`config.mk`:
```
export PLATFORM = sky130hd
export DESIGN_NAME = sync_fifo
export DESIGN_NICKNAME = d
export VERILOG_FILES = /design/src/rtl/sync_fifo.sv
export SDC_FILE = /design/constraint.sdc
export NUM_CORES = 1
export LEC_CHECK = 0
export ABC_AREA = 1
export CAP_MARGIN = 20
export CORE_MARGIN = 10
export CORE_UTILIZATION = 34
export DETAILED_ROUTE_END_ITERATION = 10
export GPL_TIMING_DRIVEN = 0
export PLACE_DENSITY = 0.57
export SLEW_MARGIN = 20
export SYNTH_ARGS = -nofsm -noshare
export SYNTH_HDL_FRONTEND = slang
export SYNTH_SLANG_ARGS = --single-unit
export TNS_END_PERCENT = 5
```
`constraint.sdc`:
```
create_clock -name clk -period 3.46 [get_ports clk]
set_clock_uncertainty 0.05 [all_clocks]
set_input_delay 0.519 -clock clk [delete_from_list [all_inputs] [get_ports clk]]
set_output_delay 0.519 -clock clk [all_outputs]
set_load 0.02 [all_outputs]
```
`src/rtl/sync_fifo.sv`:
```
// Single-clock FIFO with registered read data, count-decoded status flags and
// optional sticky overflow/underflow outputs (define SYNC_FIFO_ERR_FLAGS_EN).
module sync_fifo #(
  parameter int unsigned DATA_WIDTH      = 8,
  parameter int unsigned DEPTH           = 16,
  parameter int unsigned ALMOST_FULL_TH  = 14,
  parameter int unsigned ALMOST_EMPTY_TH = 2
) (
  input  logic                         clk,
  input  logic                         rst,
  input  logic                         wr_en,
  input  logic [DATA_WIDTH-1:0]        wr_data,
  input  logic                         rd_en,
  output logic [DATA_WIDTH-1:0]        rd_data,
  output logic                         full,
  output logic                         empty,
  output logic                         almost_full,
  output logic                         almost_empty,
  output logic [$clog2(DEPTH):0]       count
`ifdef SYNC_FIFO_ERR_FLAGS_EN
  ,
  output logic                         overflow,
  output logic                         underflow
`endif
);

  localparam int unsigned AW = $clog2(DEPTH);
  localparam int unsigned CW = AW + 1;

  logic [DATA_WIDTH-1:0] r_mem [DEPTH];
  logic [AW-1:0]         r_wr_ptr;
  logic [AW-1:0]         r_rd_ptr;
  logic [CW-1:0]         r_count;
  logic [DATA_WIDTH-1:0] r_rd_data;
  logic                  w_wr_ok;
  logic                  w_rd_ok;

  // A write into a full FIFO is allowed only because the same-edge read frees a slot.
  assign w_wr_ok = wr_en && (!full || rd_en);
  assign w_rd_ok = rd_en && !empty;

  // Storage is deliberately left out of reset.
  always_ff @(posedge clk) begin
    if (w_wr_ok) begin
      r_mem[r_wr_ptr] <= wr_data;
    end
  end

  always_ff @(posedge clk or posedge rst) begin
    if (rst) begin
      r_wr_ptr  <= '0;
      r_rd_ptr  <= '0;
      r_count   <= '0;
      r_rd_data <= '0;
    end else begin
      if (w_wr_ok) begin
        r_wr_ptr <= r_wr_ptr + AW'(1);
      end
      if (w_rd_ok) begin
        r_rd_ptr  <= r_rd_ptr + AW'(1);
        r_rd_data <= r_mem[r_rd_ptr];
      end
      case ({w_wr_ok, w_rd_ok})
        2'b10:   r_count <= r_count + CW'(1);
        2'b01:   r_count <= r_count - CW'(1);
        default: r_count <= r_count;
      endcase
    end
  end

`ifdef SYNC_FIFO_ERR_FLAGS_EN
  logic r_overflow;
  logic r_underflow;

  always_ff @(posedge clk or posedge rst) begin
    if (rst) begin
      r_overflow  <= 1'b0;
      r_underflow <= 1'b0;
    end else begin
      if (wr_en && full && !rd_en) begin
        r_overflow <= 1'b1;
      end
      if (rd_en && empty) begin
        r_underflow <= 1'b1;
      end
    end
  end

  assign overflow  = r_overflow;
  assign underflow = r_underflow;
`endif

  assign rd_data      = r_rd_data;
  assign count        = r_count;
  assign full         = (r_count == CW'(DEPTH));
  assign empty        = (r_count == '0);
  assign almost_full  = (r_count >= CW'(ALMOST_FULL_TH));
  assign almost_empty = (r_count <= CW'(ALMOST_EMPTY_TH));

endmodule

```
==> impl_metrics.json, run 1 <==
{
  "setup_viol": 0,
  "first_pass_grt_wire_length_um": 25700,
  "drc_errors": 0,
  "slowest_delay_ns": 0.48,
  "grt_antenna_before_repair": 0,
  "finalCritPeriodShare": 0.805,
  "clock_sinks": 149,
  "path_common_cell": "sky130_fd_sc_hd__nand2_1",
  "max_cap_violations": 0,
  "die_area_um2": 25900,
  "routed-via-count": 4671,
  "critPathRequiredTime_ns": 3.72,
  "1st_iter_drt_viols": 447,
  "detail_route.vias_per_cell": 4.60,
  "worst-slew-pin-transition_ns": 0.972,
  "die_w_um": 161,
  "cts_tree": "yes",
  "holdBufCountCts": 0,
  "top_level_ports": 29,
  "synth.yosys.warnings": 0,
  "grt_max_degree": 22,
  "postSynthRegisterBits": 149,
  "critical_path_fanout_max": 10,
  "p_leak_nw": 3.47,
  "start_util": 0.346,
  "syn2layout_area_growth_pct": 17.4,
  "start_kind": "flop",
  "num_antenna_cells": 0,
  "core_area_um2": 19500,
  "wirelength_um": 16700,
  "worstSkewPairLatency_ns": 0.42,
  "power_mw": 6.39,
  "clock_path_buffers": 2,
  "post_route_cells_drive_above_1_share": 0.0773,
  "via_count_of_the_first_global_routing_pass": 4465,
  "wire_per_inst_um": 16.5,
  "totalNegativeSetupSlack_ns": 0,
  "design.final.nets": 761,
  "post-dp-hpwl_um": 11200,
  "fin_cells": 1015,
  "num_rows": 51,
  "reg2reg_from": "count[1]",
  "cp_cell_sequence": "nor4_4 -> nand3_2 -> nand2_2 -> buf_4 -> ha_1 -> inv_1 -> fa_1 -> inv_1 -> nand2_1 -> nand2_1 -> a21oi_1 -> xor2_1 -> nand2_1 -> nand2_1",
  "design_area_um2": 7930,
  "timing.critical_path.to_type": "flop",
  "clock_tree.root_cell": "sky130_fd_sc_hd__clkbuf_16",
  "placedCellCount": 985,
  "buffer_ports.inserted": 28,
  "slew_violations": 0,
  "synth_cell_types": 25,
  "seq_area_frac_synth": 0.647,
  "globalRouteOverflowTotal": 0,
  "worst_setup_hold_path_clk_slew_ns": 0.06,
  "report.final.hold_viol_count": 0,
  "htreeDepth": 4,
  "rsz0062_at_grt": "false",
  "worstSetupStartpoint": "count[1]",
  "groute.usage.overall": 0.132,
  "min_path_type": "reg -> reg",
  "outcome": "finished clean",
  "critical_path.slowest_cell": "sky130_fd_sc_hd__dfrtp_1",
  "setup.reg_to_reg.worst_slack_ns": 0.67,
  "timing.setup.critical_path_class": "reg -> reg",
  "powerDensity_nw_per_um2": 805,
  "clock_buffer_count_from_cts": 17,
  "mostFrequentLayoutCell": "sky130_fd_sc_hd__nand2_1",
  "max_clock_freq_mhz": 359,
  "layout.cells.most_common_list": "240 x sky130_fd_sc_hd__nand2_1, 128 x sky130_fd_sc_hd__edfxtp_1, 117 x sky130_fd_sc_hd__inv_1, 104 x sky130_fd_sc_hd__nand3_1, 28 x sky130_fd_sc_hd__clkdlybuf4s50_1",
  "count_of_mapped_cells_out_of_synthesis": 692,
  "ir_drop_v": 0.000329,
  "period_minus_slack_ns": 2.79,
  "synth_nets": 714,
  "die_height_um": 161,
  "worst-endpoint-arrival_ns": 3.05,
  "drt.antenna.violating_nets": 0,
  "hold_start": "rd_data[5]",
  "detailed_place.area_um2": 7370,
  "gp_congestion": 0.910,
  "drt_pre_antenna_iters": 5,
  "max-slew-margin-rel": 0.350,
  "post-cts-setup-buffers": 0,
  "syn_area_um2": 6760,
  "cts.repair.resized": 0,
  "synthesis.area_per_instance_um2": 9.76
}
[cell type report]
type | count | area, um^2
multi-input combinational | 394 | 1780
buffer | 30 | 155
fill | 1932 | 11600
inverter | 119 | 447
sequential | 149 | 4370
timing repair buffer | 28 | 280
tap | 265 | 332
clock buffer | 17 | 425
clock inverter | 13 | 136
[cell families after synthesis]
group	synth area share
adders and majority gates	0.0196
and+or+nand+nor	0.229
DFF	0.647
buffers and inverters	0.0891
AOI/OAI and AO/OA	0.00630
xor gates and xnor gates	0.00908
[report_power, final]
group / total [mW] / switching, mW / leakage (nW) / internal [mW]
sequential: 2.34 / 0.155 / 1.41 / 2.19
combinational: 2.27 / 1.53 / 1.78 / 0.744
clock: 1.77 / 0.721 / 0.278 / 1.05
[final timing paths]
| kind | end | cells past startpoint |
|---|---|---|
| worst max-delay path | count[4] | 14 |
| worst min-delay path | rd_data[5] | 2 |
| worst max register to register | count[4] | 14 |
| worst min register to register | rd_data[5] | 2 |
| max in group asynchronous | count[2] | 2 |
| min in group asynchronous | r_rd_ptr[3] | 2 |
[layer usage]
metal	part of all wire	vias up	wire, um	GRT usage
li1	-	2296	-	-
met1	0.46	2230	7730	0.176
met2	0.46	131	7660	0.204
met3	0.069	14	1160	0.0396
met4	0.010	0	174	0.0347
met5	0	-	0	0
[Yosys cell counts]
master,number,area share
sky130_fd_sc_hd__edfxtp_1,128,0.57
sky130_fd_sc_hd__ha_1,9,0.017
sky130_fd_sc_hd__buf_2,19,0.014
sky130_fd_sc_hd__a2111oi_0,1,0.0013
sky130_fd_sc_hd__buf_4,3,0.0033
sky130_fd_sc_hd__nand3_1,104,0.077
sky130_fd_sc_hd__buf_1,2,0.0011
sky130_fd_sc_hd__xor2_1,4,0.0052
sky130_fd_sc_hd__fa_1,1,0.0030
sky130_fd_sc_hd__clkbuf_1,5,0.0028
sky130_fd_sc_hd__inv_1,117,0.065
sky130_fd_sc_hd__nor2_1,22,0.012
sky130_fd_sc_hd__a21oi_1,2,0.0015
sky130_fd_sc_hd__a31oi_1,1,0.00093
sky130_fd_sc_hd__nand3_2,1,0.0015
sky130_fd_sc_hd__xnor2_1,3,0.0039
sky130_fd_sc_hd__inv_2,1,0.00056
sky130_fd_sc_hd__dfrtp_1,21,0.078
sky130_fd_sc_hd__nor4_4,1,0.0031
sky130_fd_sc_hd__o21bai_1,1,0.0011
sky130_fd_sc_hd__buf_6,1,0.0017
sky130_fd_sc_hd__nand2_1,240,0.13
sky130_fd_sc_hd__o21ai_0,2,0.0015
sky130_fd_sc_hd__nand2_2,2,0.0019
sky130_fd_sc_hd__clkinv_1,1,0.00056
[stage by stage]
step	utilization	hold slack, ns	worst slack, ns
CTS	0.406	0.434	0.662
global route	0.406	0.452	0.411
global placement	0.377	0.414	0.568
detailed placement	0.377	0.418	0.535
finish	0.406	0.431	0.674
floorplan	-	0.446	0.931
[worst max-delay path, delay by kind of cell, from the launching register on]
kind	cells	cell delay, ns
adders and majority gates	2	0.66
xor gates and xnor gates	1	0.14
DFF	1	0.48
buffers and inverters	3	0.34
AOI/OAI and AO/OA	1	0.07
and+or+nand+nor	7	0.93
[flip-flops by register name (all words and copies together) (netlist names)]
| signal | count |
|---|---|
| r_rd_ptr | 4 |
| r_wr_ptr | 4 |
| rd_data | 8 |
| count | 5 |
| r_mem | 128 |
(Power assumes the default switching activity.)
==> run 2: changes to the inputs <==
==> constraint.sdc (replaced) <==
create_clock -name clk -period 2.71 [get_ports clk]
set_clock_uncertainty 0.05 [all_clocks]
set_input_delay 0.4065 -clock clk [delete_from_list [all_inputs] [get_ports clk]]
set_output_delay 0.4065 -clock clk [all_outputs]
set_load 0.02 [all_outputs]
==> run 2 against run 1 <==
  * Setup slack lost 0.55 ns
  * Combinational power is 30% higher
  * Power rose by 28%
  * Worst hold slack worse by 0.026 ns
  * Utilization rose by 0.32 points
  * Die area stayed put
  * Sequential cell count unchanged
  * Sequential power grew 28%
  * Non-clock buffer count increased by 4
  * Sequential share of layout area is 0.42 points lower
  * Global-route usage barely moved
  * Cell count increased by 0.39%
==> impl_metrics.json, run 2 (same netlist as run 1, synthesis figures left out) <==
{
  "max_cap_violations": 0,
  "switching_share": 0.376,
  "top_level_ports": 29,
  "setup_viol": 0,
  "die_area_um2": 25900,
  "wire_per_inst_um": 16.4,
  "setup.reg_to_reg.worst_slack_ns": 0.22,
  "totalNegativeSetupSlack_ns": 0,
  "comb_power_share": 0.358,
  "clock_tree.root_cell": "sky130_fd_sc_hd__clkbuf_16",
  "timing.setup.critical_path_class": "reg -> out",
  "num_antenna_cells": 0,
  "slew_violations": 0,
  "die_w_um": 161,
  "grt_antenna_before_repair": 0,
  "setup.worst_path.end": "empty",
  "ir_drop_v": 0.000424,
  "critical_path_fanout_max": 6,
  "clock_buffer_count_from_cts": 17,
  "core_area_um2": 19500,
  "first_pass_grt_wire_length_um": 25700,
  "reg2reg_from": "count[1]",
  "design_area_um2": 7990,
  "powerDensity_nw_per_um2": 1030,
  "globalRouteOverflowTotal": 0,
  "die_height_um": 161,
  "clock_path_buffers": 2,
  "pwr-share-clk": 0.277,
  "htreeDepth": 4,
  "worst_r2r_path_depth": 14,
  "1st_iter_drt_viols": 459,
  "critPathRequiredTime_ns": 2.25,
  "outcome": "finished clean",
  "drt_pre_antenna_iters": 6,
  "syn2layout_area_growth_pct": 18.3,
  "net-switching-power_mw": 3.08,
  "start_util": 0.346,
  "worstSetupStartpoint": "count[1]",
  "cts_tree": "yes",
  "min_path_type": "in -> async",
  "design.final.nets": 765,
  "pwr-share-seq": 0.365,
  "layout.cells.most_common_list": "240 x sky130_fd_sc_hd__nand2_1, 128 x sky130_fd_sc_hd__edfxtp_1, 117 x sky130_fd_sc_hd__inv_1, 104 x sky130_fd_sc_hd__nand3_1, 27 x sky130_fd_sc_hd__clkdlybuf4s50_1",
  "finalCritPeriodShare": 0.953,
  "groute.usage.overall": 0.132,
  "grt_max_degree": 22,
  "drc_errors": 0,
  "largest_reg_flops": 128,
  "start_kind": "flop",
  "timing.critical_path.to_type": "primary output",
  "worst-slew-pin-transition_ns": 0.979,
  "r2r-end": "count[4]",
  "drt.antenna.violating_nets": 0,
  "worstSkewPairLatency_ns": 0.42,
  "report.final.hold_viol_count": 0,
  "top_register": "r_mem",
  "post_route_cells_drive_above_1_share": 0.0862,
  "max-slew-margin-rel": 0.345,
  "worst-endpoint-arrival_ns": 2.13,
  "detail_route.vias_per_cell": 4.56,
  "mostFrequentLayoutCell": "sky130_fd_sc_hd__nand2_1",
  "p_leak_nw": 3.51,
  "num_rows": 51,
  "clock_sinks": 149,
  "max_clock_freq_mhz": 387,
  "post-dp-hpwl_um": 11200,
  "via_count_of_the_first_global_routing_pass": 4465,
  "power.internal_mw": 5.11,
  "post_route_utilization": 0.409,
  "routed-via-count": 4648,
  "wirelength_um": 16700,
  "holdBufCountCts": 0,
  "worst_setup_hold_path_clk_slew_ns": 0.06,
  "period_minus_slack_ns": 2.58,
  "gp_congestion": 0.910,
  "buffer_ports.inserted": 28,
  "detailed_place.area_um2": 7370
}
[run 2: cell types whose count changed in the layout (fill, tap and decap cells not counted), sizes merged]
cell,before,now
dlymetal6s2s,0,1
buf,25,29
clkdlybuf4s50,28,27
[run 2: power by group through the flow]
stage | sequential [mW] | combinational, mW | clock, mW
6_report | 2.99 | 2.94 | 2.27
5_1_grt | 3.03 | 3.26 | 2.40
4_1_cts | 3.00 | 2.90 | 2.30
3_5_place_dp | 3.03 | 2.88 | 0
3_3_place_gp | 3.03 | 2.86 | 0
2_1_floorplan | 3.10 | 1.73 | 0
[run 2: metrics by stage]
stage / hold WS [ns] / std cells / power [mW] / worst slack (ns)
floorplan: 0.333 / 692 / 4.83 / 0.181
global placement: 0.414 / 985 / 5.89 / -0.0694
detailed placement: 0.418 / 985 / 5.92 / -0.102
CTS: 0.434 / 1015 / 8.19 / 0.00773
global route: 0.452 / 1019 / 8.68 / -0.0241
finish: 0.405 / 1019 / 8.20 / 0.126
[run 2: cell type report]
class / count / area (um^2)
fillers: 1923 / 11500
well taps: 265 / 332
clock buffers: 17 / 425
multi-input cells: 394 / 1810
inverters: 119 / 447
repair buffers: 32 / 313
plain buffers: 30 / 163
clock inverters: 13 / 136
flip-flops and latches: 149 / 4370
[run 2: worst min-delay path by stage]
stage,start,to,slack (ns),depth (start not counted)
after floorplan,rst,count[0],0.33,1
after global placement,rd_data[2],rd_data[2],0.41,2
after detailed placement,rd_data[5],rd_data[5],0.42,2
after CTS,rd_data[5],rd_data[5],0.43,2
after global routing,rd_data[4],rd_data[4],0.45,2
final,rst,r_rd_ptr[3],0.40,2
[run 2: critical path, stage by stage (launching register included)]
cell and delay, ns:
sky130_fd_sc_hd__dfrtp_2 0.46, sky130_fd_sc_hd__nor4_4 0.33, sky130_fd_sc_hd__buf_4 0.17, sky130_fd_sc_hd__nand2_1 0.08, sky130_fd_sc_hd__inv_1 0.06, sky130_fd_sc_hd__clkdlybuf4s50_1 0.60
[run 2: repair_timing]
action / CTS / global route
pin swaps: 1 / 2
resized for setup: 2 / 6
buffers inserted: 0 / 4
setup endpoints to repair: 1 / 1
gates cloned: 0 / 0
[run 2: routing by layer]
metal	share of wire	track usage	routed length, um	vias up
met1	0.46	0.176	7730	2226
met4	0.0098	0.0347	163	0
met3	0.065	0.0396	1080	14
li1	-	-	-	2303
met5	0	0	0	-
met2	0.46	0.204	7730	105
